===== src/rtl/pipe_skid_reg.sv =====
// Purpose: two-slot elastic pipeline register (main + skid) with valid/ready on both sides.
// Latency: 1 cycle from in_fire to out_valid/out_data; 1 word/cycle sustained with out_ready high.
// Backpressure: in_ready is a flop bit, so one extra word is absorbed into the skid slot after a stall begins.
// Optional: define PIPE_SKID_STATS_EN to add the saturating stall_cnt counter and port.
module pipe_skid_reg #(
  parameter int WIDTH = 32
) (
  input  logic             clk,
  input  logic             reset,
  input  logic             flush,
  input  logic             in_valid,
  output logic             in_ready,
  input  logic [WIDTH-1:0] in_data,
  output logic             out_valid,
  input  logic             out_ready,
  output logic [WIDTH-1:0] out_data
`ifdef PIPE_SKID_STATS_EN
  ,
  output logic [15:0]      stall_cnt
`endif
);

  // State encoding is {out_valid, in_ready}, so both handshake outputs are raw flop bits.
  typedef enum logic [1:0] {
    EMPTY = 2'b01,
    FULL  = 2'b11,
    SKID  = 2'b10
  } state_t;

  state_t           state;
  state_t           state_nxt;
  logic [WIDTH-1:0] main_q;
  logic [WIDTH-1:0] main_nxt;
  logic [WIDTH-1:0] skid_q;
  logic [WIDTH-1:0] skid_nxt;
  logic             in_fire;
  logic             out_fire;

  assign in_ready  = state[0];
  assign out_valid = state[1];
  assign out_data  = main_q;

  assign in_fire  = in_valid & in_ready;
  assign out_fire = out_valid & out_ready;

  // Next-state and data-slot selection; flush overrides every transition.
  always_comb begin
    state_nxt = state;
    main_nxt  = main_q;
    skid_nxt  = skid_q;
    if (flush) begin
      // Words handshaken this cycle are dropped; data slots are don't-care once EMPTY.
      state_nxt = EMPTY;
    end else begin
      case (state)
        EMPTY: begin
          if (in_fire) begin
            state_nxt = FULL;
            main_nxt  = in_data;
          end
        end
        FULL: begin
          if (in_fire && out_fire) begin
            main_nxt = in_data;
          end else if (in_fire) begin
            // Downstream stalled while a new word arrived: park it behind the head word.
            state_nxt = SKID;
            skid_nxt  = in_data;
          end else if (out_fire) begin
            state_nxt = EMPTY;
          end
        end
        SKID: begin
          // in_ready is low here, so only the drain of the head word can happen.
          if (out_fire) begin
            state_nxt = FULL;
            main_nxt  = skid_q;
          end
        end
        default: state_nxt = EMPTY;
      endcase
    end
  end

  // State and data registers; reset drops held words without waiting for a clock.
  always_ff @(posedge clk or negedge reset) begin
    if (!reset) begin
      state  <= EMPTY;
      main_q <= '0;
      skid_q <= '0;
    end else begin
      state  <= state_nxt;
      main_q <= main_nxt;
      skid_q <= skid_nxt;
    end
  end

`ifdef PIPE_SKID_STATS_EN
  logic [15:0] stall_q;

  assign stall_cnt = stall_q;

  // Count cycles where a word is offered but refused; saturate, and only reset clears it.
  always_ff @(posedge clk or negedge reset) begin
    if (!reset) begin
      stall_q <= 16'd0;
    end else if (out_valid && !out_ready && (stall_q != 16'hFFFF)) begin
      stall_q <= stall_q + 16'd1;
    end
  end
`endif

endmodule

===== config.mk =====
export PLATFORM = sky130hd
export DESIGN_NAME = pipe_skid_reg
export DESIGN_NICKNAME = d
export VERILOG_FILES = /design/src/rtl/pipe_skid_reg.sv
export SDC_FILE = /design/constraint.sdc
export NUM_CORES = 1
export LEC_CHECK = 0
export ABC_AREA = 1
export BUFFER_PORTS_ARGS = -buffer_cell sky130_fd_sc_hd__buf_2
export CAP_MARGIN = 20
export CORE_MARGIN = 2
export CORE_UTILIZATION = 35
export CTS_CLUSTER_SIZE = 10
export DETAILED_ROUTE_END_ITERATION = 8
export MAX_ROUTING_LAYER = met4
export PLACE_DENSITY = 0.64
export RECOVER_POWER = 100
export SETUP_SLACK_MARGIN = 0.05
export SYNTH_ARGS = -nofsm -noshare
export SYNTH_HDL_FRONTEND = slang
export SYNTH_SLANG_ARGS = --single-unit
export TNS_END_PERCENT = 20

===== constraint.sdc =====
create_clock -name clk -period 3.49 [get_ports clk]
set_clock_uncertainty 0.2 [all_clocks]
set_input_delay 0.698 -clock clk [delete_from_list [all_inputs] [get_ports clk]]
set_output_delay 0.698 -clock clk [all_outputs]
set_load 0.02 [all_outputs]

==> results.toml, run 1 <==
[place]
io_buffers = 70
placedCellCount = 515
placed_cell_area_um2 = 3493
post-dp-hpwl_um = 3993
preCtsSetupSlack_ns = 0.7717
routabilityCongestion = 0.7552

[cells_and_area]
finalNonFillerCells = 532
fillers = 944
areaGrowthSynthToFinish_pct = 15.51
postLayoutCoreUtil_pct = 41.44
layout-drive-gt1-share_pct = 15.33
diodes = 0
stdcell_area_um2 = 3596
fin_nets = 460

[power_and_ir_drop]
vdd_ir_drop_max_v = 0.0002459
powerDensity_nw_per_um2 = 873.0
clkPwrFrac_pct = 23.3
p_int_mw = 1.927
sw_frac_of_total_pct = 38.62
p_sw_mw = 1.212
power_frac_seq_pct = 41.5
p_comb_share_pct = 35.1
leakagePower_nw = 1.670

[cts]
cts_tree = "built"
clk-insertion-delay-late_ns = 0.34
clkTransAtPathRegs_ns = 0.07
cts_max_level = 3
clockRootBuffer = "clkbuf_8"
clock_path_buffers = 2
holdBufCountCts = 0
cts_resized = 0
cts_sinks = 66
post_cts_buffers = 0
cts_buffers = 9

[route]
drc_errors = 0
drt_wl_total_um = 6251
vias = 2443
ant_nets = 0
first_pass_iters = 4
wl_per_cell_um = 11.75
drtIter0Drc = 71
via_per_inst = 4.592

[critical_path]
critical_path_arrival_ns = 2.71
cp.required_ns = 3.53
crit_path_end_kind = "flop"
start_kind = "flop"
crit_fanout = 64
criticalPathCategory = "flop to flop"

[synth]
yosysSeqAreaShare_pct = 53.09
syn_area_um2 = 3113
avgSynthCellArea_um2 = 8.794
ys_ff_latch = 66
synth.top_cell.area_share_pct = 52.25
synth_nets = 395
synthesis.instances = 354
ys_types = 21
synthTopCellsByArea = "dfrtp_1, nand2_1, o21ai_0, o21ai_2, inv_1"
yosysWarningCount = 0
yosysTopAreaCell = "dfrtp_1"

[timing]
final.setup.tns_ns = 0
fin_ws_ns = 0.8226
slew_headroom_pct = -9.140
period_share_pct = 76.43
period_needed_ns = 2.667
slew_viol_final = 67
hold_violations = 0
max_freq_ghz = 0.3749
rsz0062_at_grt = "no"
worst_pin_slew_ns = 1.637
finalSetupViolations = 0

[global_route]
grt-ovfl-total = 0
grt_pass1_vias = 2232
antenna_found_initial = 0
grt.total_usage_pct = 13.90
grt_pass1_wl_um = 10470
grt_max_degree = 67

[floorplan]
core_um2 = 8678
ios = 71
fp-row-count = 34
start_util_pct = 35.87
dieArea_um2 = 9665
die_y_um = 98.31
die_w_um = 98.31

[status]
violations = "capacitance limit, slew limit"
status = "finished with violations"

[worst_hold_path]
min_path_type = "flop to flop"

[run]
maxCapViolCount = 1
## cells in the mapped netlist
cell type and instances:
o21ai_1 7, buf_1 2, nand4_1 2, clkbuf_1 6, nand3_1 7, nand2_2 3, nand2_1 105, nand3_2 1
a21oi_1 1, buf_2 5, ha_1 4, inv_2 1, nor3_4 1, dfstp_2 1, nor2_1 7, buf_6 6
nand3_4 1, o21ai_2 31, dfrtp_1 65, inv_1 39, o21ai_0 59
## cell usage in the layout, fill, tap and decap left out, drive strengths merged
cell type	n
nand2	108
o21ai	97
dfrtp	65
clkbuf	46
inv	40
buf	39
nand3	9
nor2	7
ha	4
nand4	2
bufinv	2
clkinv	2
nor3	1
a21oi	1
dfstp	1
## final timing paths
kind                             start      endpoint  slack [ns]  depth (start not counted)
min reg2reg                out_data[3]   out_data[3]        0.29                          2
min                        out_data[3]   out_data[3]        0.29                          2
max                           state[0]  out_data[18]        0.82                          6
max reg2reg                   state[0]  out_data[18]        0.82                          6
min in group asynchronous        reset  out_data[16]        0.66                          2
max in group asynchronous        reset    skid_q[29]        1.44                          2
## critical path: stages (launching register included)
cell and delay (ns):
dfstp_1 0.64, inv_1 0.10, ha_2 0.38, buf_16 0.25, nand2_1 0.15, nand3_4 0.47
o21ai_0 0.37
## flip-flops by register name (all words and copies together) (netlist names)
register and cells:
out_data 32, skid_q 32, state 2
## kinds of logic (layout without fill, tap and decap cells)
logic type	after synthesis	in the layout	share of synthesized area (%)
adder cells (fa/ha/maj)	4	4	1.608
AO/OA/AOI/OAI	98	98	19.49
AND/OR/NAND/NOR	127	127	17.04
flip-flops	66	66	53.10
buffers and inverters	59	129	8.762
## stage by stage
stage / power (mW) / hold slack (ns)
final: 3.139 / 0.2856
after global routing: 3.406 / 0.3126
after CTS: 3.354 / 0.2853
after detailed placement: 2.604 / 0.2677
after global placement: 2.558 / 0.2611
after floorplan: 2.245 / 0.2024
## layout make-up
class	count	area, µm²	area share (%)
Clock inverter	4	73.82	2.053
Clock buffer	12	155.1	4.315
Tap cell	108	135.1	3.758
Sequential cell	66	1653	45.96
Multi-Input combinational cell	229	1080	30.03
Inverter	40	150.1	4.175
Timing Repair Buffer	73	349.1	9.708
## power groups by stage
| stage | Clock [mW] | Combinational, mW | Sequential, mW |
|---|---|---|---|
| after floorplan | 0 | 0.719 | 1.53 |
| after global placement | 0 | 1.25 | 1.31 |
| after detailed placement | 0 | 1.29 | 1.32 |
| after CTS | 0.759 | 1.29 | 1.30 |
| after global routing | 0.793 | 1.26 | 1.35 |
| final | 0.733 | 1.10 | 1.30 |
## per-layer routing
metal  vias up  global-route usage, %  routed length (µm)
li1       1257                      -                   -
met1      1131                  17.79                2948
met2        49                  20.30                2859
met3         6                  5.727                 370
met4         0                  4.110                  74
met5         -                      -                   0
No activity file was read; power rests on OpenSTA's default activity.
==> run 2, diff against run 1 <==
Settings changed: ABC_AREA 1 to 0, PLACE_DENSITY 0.64 to 0.66.
Clock period 3.49 ns to 2.4 ns, I/O delays scaled along.
==> run 2 against run 1 <==
The run now ends clean; cell count fell by 21%; clock power up 21%; critical path depth stayed put; register-to-register slack lost 0.68 ns; wire length shrank 3.1%; via count down 16%; worst setup slack got worse by 0.68 ns; fmax rose by 18%; critical path type unchanged; critical endpoint is now skid_q[20]; highest routed layer unchanged.
==> results.toml, run 2 <==
[status]
status = "completed"

[synth]
yosysWarningCount = 0
syn_area_um2 = 2870
synth.top_cell.area_share_pct = 56.67
ys_types = 23
synth_ff_type = "dfrtp_1"
synthesis.instances = 230
synth_most_common_cell = "dfrtp_1"
synth_nets = 271
async_flop_share_pct = 100.0
synth_commonest_cells = "dfrtp_1, mux2i_1, nor2_1"
avgSynthCellArea_um2 = 12.48
synthTopCellsByArea = "dfrtp_1, mux2_2, mux2i_1, a21oi_1, nor2_1"
ys_ff_latch = 66
yosysSeqAreaShare_pct = 57.59
synth-edff-count = 0
yosysTopAreaCell = "dfrtp_1"

[cts]
cts_sinks = 66
cts_buffers = 9
clk-insertion-delay-late_ns = 0.33
clkTransAtPathRegs_ns = 0.08
clock_path_buffers = 2
cts_max_level = 3
cts_tree = "built"
clockRootBuffer = "clkbuf_8"

[timing]
hold_violations = 0
final.setup.tns_ns = 0
slew_viol_final = 0
worst_hold_slack_ns = 0.1932
worst_pin_slew_ns = 0.9120
slew_headroom_pct = 39.20
rsz0062_at_grt = "yes"
period_share_pct = 94.09
finalSetupViolations = 0
max_freq_ghz = 0.4428
period_needed_ns = 2.258

[critical_path]
cp.required_ns = 2.41
max_stage_delay_ns = 0.57
crit_fanout = 32
start_kind = "flop"
crit_buf_inv = 3
cpMaxStageDelayCell = "dfstp_2"
crit_cells = 6
crit_top_cell = "buf_4"
r2r_cells = 6
criticalPathCategory = "flop to flop"
critical_path_arrival_ns = 2.27
crit_path_end_kind = "flop"
cpLargestDelayFamily = "buffers and inverters"
cp_cell_sequence = "buf_4, buf_4, nand2_1, a2111oi_4, buf_6, mux2_2"

[power_and_ir_drop]
leakagePower_nw = 1.487
total_power_mw = 4.524
sw_frac_of_total_pct = 36.94
powerDensity_nw_per_um2 = 1245
p_int_mw = 2.853
p_comb_share_pct = 37.8
p_sw_mw = 1.671
power_frac_seq_pct = 42.7
clkPwrFrac_pct = 19.6
vdd_ir_drop_max_v = 0.0004838

[global_route]
grt-ovfl-total = 0
grt_pass1_vias = 2086
grt_pass1_wl_um = 9577
grt_max_degree = 67
grt.total_usage_pct = 14.29
grt_use_met1_pct = 16.51
top_usage_layer = "met2"
met2_usage_pct = 23.15
grtUsageMet3_pct = 4.549
antenna_found_initial = 0

[floorplan]
dieArea_um2 = 8941
start_util_pct = 35.47
fp-row-count = 33
core_um2 = 8093
die_y_um = 94.56
die_w_um = 94.56
ios = 71

[worst_hold_path]
min_path_type = "input pin to flop"
hold_depth = 2

[cells_and_area]
fin_nets = 352
fillers = 807
layout-drive-gt1-share_pct = 31.65
final_cell_mix = "dfrtp_1, buf_2, clkbuf_1"
final_common_cell = "dfrtp_1"
multiInputGateArea_um2 = 1176
diodes = 0
stdcell_area_um2 = 3632
postLayoutCoreUtil_pct = 44.88
register_area_um2 = 1653
areaGrowthSynthToFinish_pct = 26.55

[route]
drt_wl_total_um = 6060
via_per_inst = 4.869
first_pass_iters = 4
wl_per_cell_um = 14.39
ant_nets = 0
drtIter0Drc = 33
vias = 2050
drc_errors = 0

[place]
routabilityCongestion = 0.7842
placed_cell_area_um2 = 3405
post-dp-hpwl_um = 3761
io_buffers = 70

[run]
maxCapViolCount = 0
## run 2: final timing paths
path	endpoint	start	slack, ns
hold reg to reg	skid_q[4]	skid_q[4]	0.30
max in group asynchronous	out_data[27]	reset	0.68
hold / removal	skid_q[22]	in_data[22]	0.19
setup reg to reg	skid_q[20]	state[0]	0.14
min in group asynchronous	skid_q[0]	reset	0.71
setup / recovery	skid_q[20]	state[0]	0.14
## run 2: worst register-to-register path: stages, from the launching register on
cell       delay [ns]
dfstp_2          0.57
buf_4            0.13
buf_4            0.10
nand2_1          0.09
a2111oi_4        0.30
buf_6            0.35
mux2_2           0.40
## run 2: repair_timing
action / 4_1_cts / 5_1_grt
hold buffers: 1 / 0
resized for setup: 0 / 4
setup endpoints to repair: 0 / 15
buffers inserted: 0 / 4
hold endpoints to repair: 65 / 0
## run 2: power groups by stage
stage | Combinational (mW) | Clock, mW | Sequential [mW]
after floorplan | 0.818 | 0 | 2.26
after global placement | 1.64 | 0 | 1.93
after detailed placement | 1.68 | 0 | 1.95
after CTS | 1.68 | 0.929 | 1.93
after global routing | 1.88 | 0.978 | 2.01
final | 1.71 | 0.885 | 1.93
## run 2: layer usage
| metal | routed length [µm] | part of all wire (%) |
|---|---|---|
| met1 | 2728 | 45 |
| met2 | 2935 | 48 |
| met3 | 348 | 5.7 |
| met4 | 48 | 0.79 |
| met5 | 0 | 0 |
## run 2: kinds of logic after synthesis
family	share of synthesized area, %
simple gates	5.101
buf+inv	2.354
compound gates	9.154
flops	57.59
mux	24.06
fa+ha+maj	1.744
## run 2: area by class of cell
| type | instances | share of cell area [%] |
|---|---|---|
| Timing Repair Buffer | 83 | 13.06 |
| Clock inverter | 5 | 1.516 |
| Sequential cell | 66 | 45.50 |
| Multi-Input combinational cell | 148 | 32.38 |
| Inverter | 3 | 0.3100 |
| Tap cell | 105 | 3.617 |
| Clock buffer | 11 | 3.617 |
## run 2: stage by stage
| step | setup slack [ns] | instances |
|---|---|---|
| global placement | 0.1478 | 398 |
| floorplan | 0.04869 | 230 |
| finish | 0.1418 | 421 |
| CTS | 0.05874 | 415 |
| detailed placement | 0.06558 | 398 |
| global route | 0.02787 | 421 |
==> run 3, diff against run 2 <==
Settings changed: CAP_MARGIN 20 to default, CORE_MARGIN 2 to 5, CORE_UTILIZATION 35 to 48, PLACE_DENSITY 0.66 to 0.84.
==> run 3 against run 2 <==
Final area is 2.1% lower; clock-buffer cell count stayed put; combinational power is 4% lower; critical path type unchanged.
==> results.toml, run 3 (same netlist as run 2, synthesis figures left out) <==
[critical_path]
cp_cell_sequence = "inv_2, ha_1, or2_2, a2111oi_4, buf_4, buf_6, nor2_1, a21oi_2"
max_stage_delay_ns = 0.56
crit_buf_inv = 3
cpMaxStageDelayCell = "dfstp_2"
cpLargestDelayFamily = "flip-flops"
critical_path_arrival_ns = 2.39
criticalPathCategory = "flop to flop"
crit_fanout = 16
crit_path_end_kind = "flop"
cp.required_ns = 2.45
start_kind = "flop"

[cells_and_area]
diodes = 0
finalNonFillerCells = 390
final_cell_mix = "dfrtp_1, buf_2, clkbuf_1"
fillers = 471
fin_nets = 351
layout-drive-gt1-share_pct = 32.06
final_common_cell = "dfrtp_1"
stdcell_area_um2 = 3556
areaGrowthSynthToFinish_pct = 23.89

[floorplan]
dieArea_um2 = 7627
die_y_um = 87.33
ios = 71
die_w_um = 87.33
core_um2 = 5851
fp-row-count = 28
start_util_pct = 49.06

[route]
via_per_inst = 5.221
drtIter0Drc = 42
drc_errors = 0
vias = 2036
drt_wl_total_um = 6061
ant_nets = 0
wl_per_cell_um = 15.54
first_pass_iters = 4

[timing]
period_share_pct = 97.60
final.setup.tns_ns = 0
slew_viol_final = 0
rsz0062_at_grt = "yes"
period_needed_ns = 2.342
finalSetupViolations = 0
worst_pin_slew_ns = 0.8783
slew_headroom_pct = 41.45
max_freq_ghz = 0.4269
worst_hold_slack_ns = 0.1938
hold_violations = 0

[global_route]
met2_usage_pct = 26.16
grt_use_met1_pct = 21.46
grt.total_usage_pct = 17.19
grt_max_degree = 67
grt_pass1_vias = 2077
grt_pass1_wl_um = 9825
antenna_found_initial = 0
top_usage_layer = "met2"
grt-ovfl-total = 0
grtUsageMet3_pct = 4.920

[place]
placed_cell_area_um2 = 3349
io_buffers = 70
post-dp-hpwl_um = 3974
routabilityCongestion = 0.8698
placedCellCount = 369

[status]
status = "completed"

[worst_hold_path]
min_path_type = "input pin to flop"

[run]
maxCapViolCount = 0

[cts]
cts_max_level = 3
clkTransAtPathRegs_ns = 0.07
cts_tree = "built"
cts_sinks = 66
clk-insertion-delay-late_ns = 0.33
clockRootBuffer = "clkbuf_8"
cts_buffers = 9
clock_path_buffers = 2

[power_and_ir_drop]
powerDensity_nw_per_um2 = 1276
total_power_mw = 4.539
vdd_ir_drop_max_v = 0.0005985
leakagePower_nw = 1.481
run 3: changes by cell type in the layout (fill, tap and decap cells not counted):
cell / delta
buf_2: -1
clkbuf_1: -1
clkbuf_8: +2
buf_4: +2
clkbuf_16: -2
clkinvlp_4: -1
clkbuf_4: +1
buf_12: -1
a21oi_2: +1
clkinv_2: +1
buf_6: -1
a21oi_1: -1
run 3: per-layer routing:
metal	routed length [µm]	share of wire [%]
met5	0	0
met4	90	1.5
met1	2631	43
met2	2941	49
met3	397	6.6
run 3: layout make-up:
cell class                 count  area (µm²)  area share [%]
clock buffer                  11       151.4           4.258
tap                           75       93.84           2.639
clock inverter                 5       52.55           1.478
timing repair buffer          82       414.1           11.65
inverter                       3       11.26          0.3167
multi-input combinational    148        1180           33.18
sequential                    66        1653           46.48
run 3: worst paths after layout:
kind	startpoint	end	slack, ns	cells past startpoint
worst min register to register	skid_q[5]	skid_q[5]	0.30	1
min in group asynchronous	reset	skid_q[5]	0.72	3
worst max-delay path	state[0]	out_data[6]	0.06	8
worst max register to register	state[0]	out_data[6]	0.06	8
worst min-delay path	in_data[11]	skid_q[11]	0.19	2
max in group asynchronous	reset	skid_q[9]	0.71	3
run 3: worst reg2reg max path: cells and delay by family (launching register included):
| kind | cells | cell delay (ns) |
|---|---|---|
| flip-flops | 1 | 0.56 |
| AND/OR/NAND/NOR | 2 | 0.40 |
| AO/OA/AOI/OAI | 2 | 0.47 |
| buffers and inverters | 3 | 0.43 |
| adder cells (fa/ha/maj) | 1 | 0.19 |
run 3: what timing repair did:
item,4_1_cts,5_1_grt
setup endpoints to repair,0,31
endpoints found under the hold margin,65,0
hold buffers,1,0
resized for setup,0,7
buffers inserted,0,3
run 3: through the flow:
| stage | utilization [%] | setup slack (ns) |
|---|---|---|
| after global routing | 60.78 | -0.03184 |
| after CTS | 60.91 | 0.05554 |
| after floorplan | - | 0.04869 |
| final | 60.78 | 0.05759 |
| after detailed placement | 57.25 | 0.06989 |
| after global placement | 57.25 | 0.2102 |
run 3: report_power, final:
group          switching (mW)  internal [mW]
Sequential              0.290           1.66
Combinational           0.985          0.664
Clock                   0.412          0.531
Total                    1.69           2.85
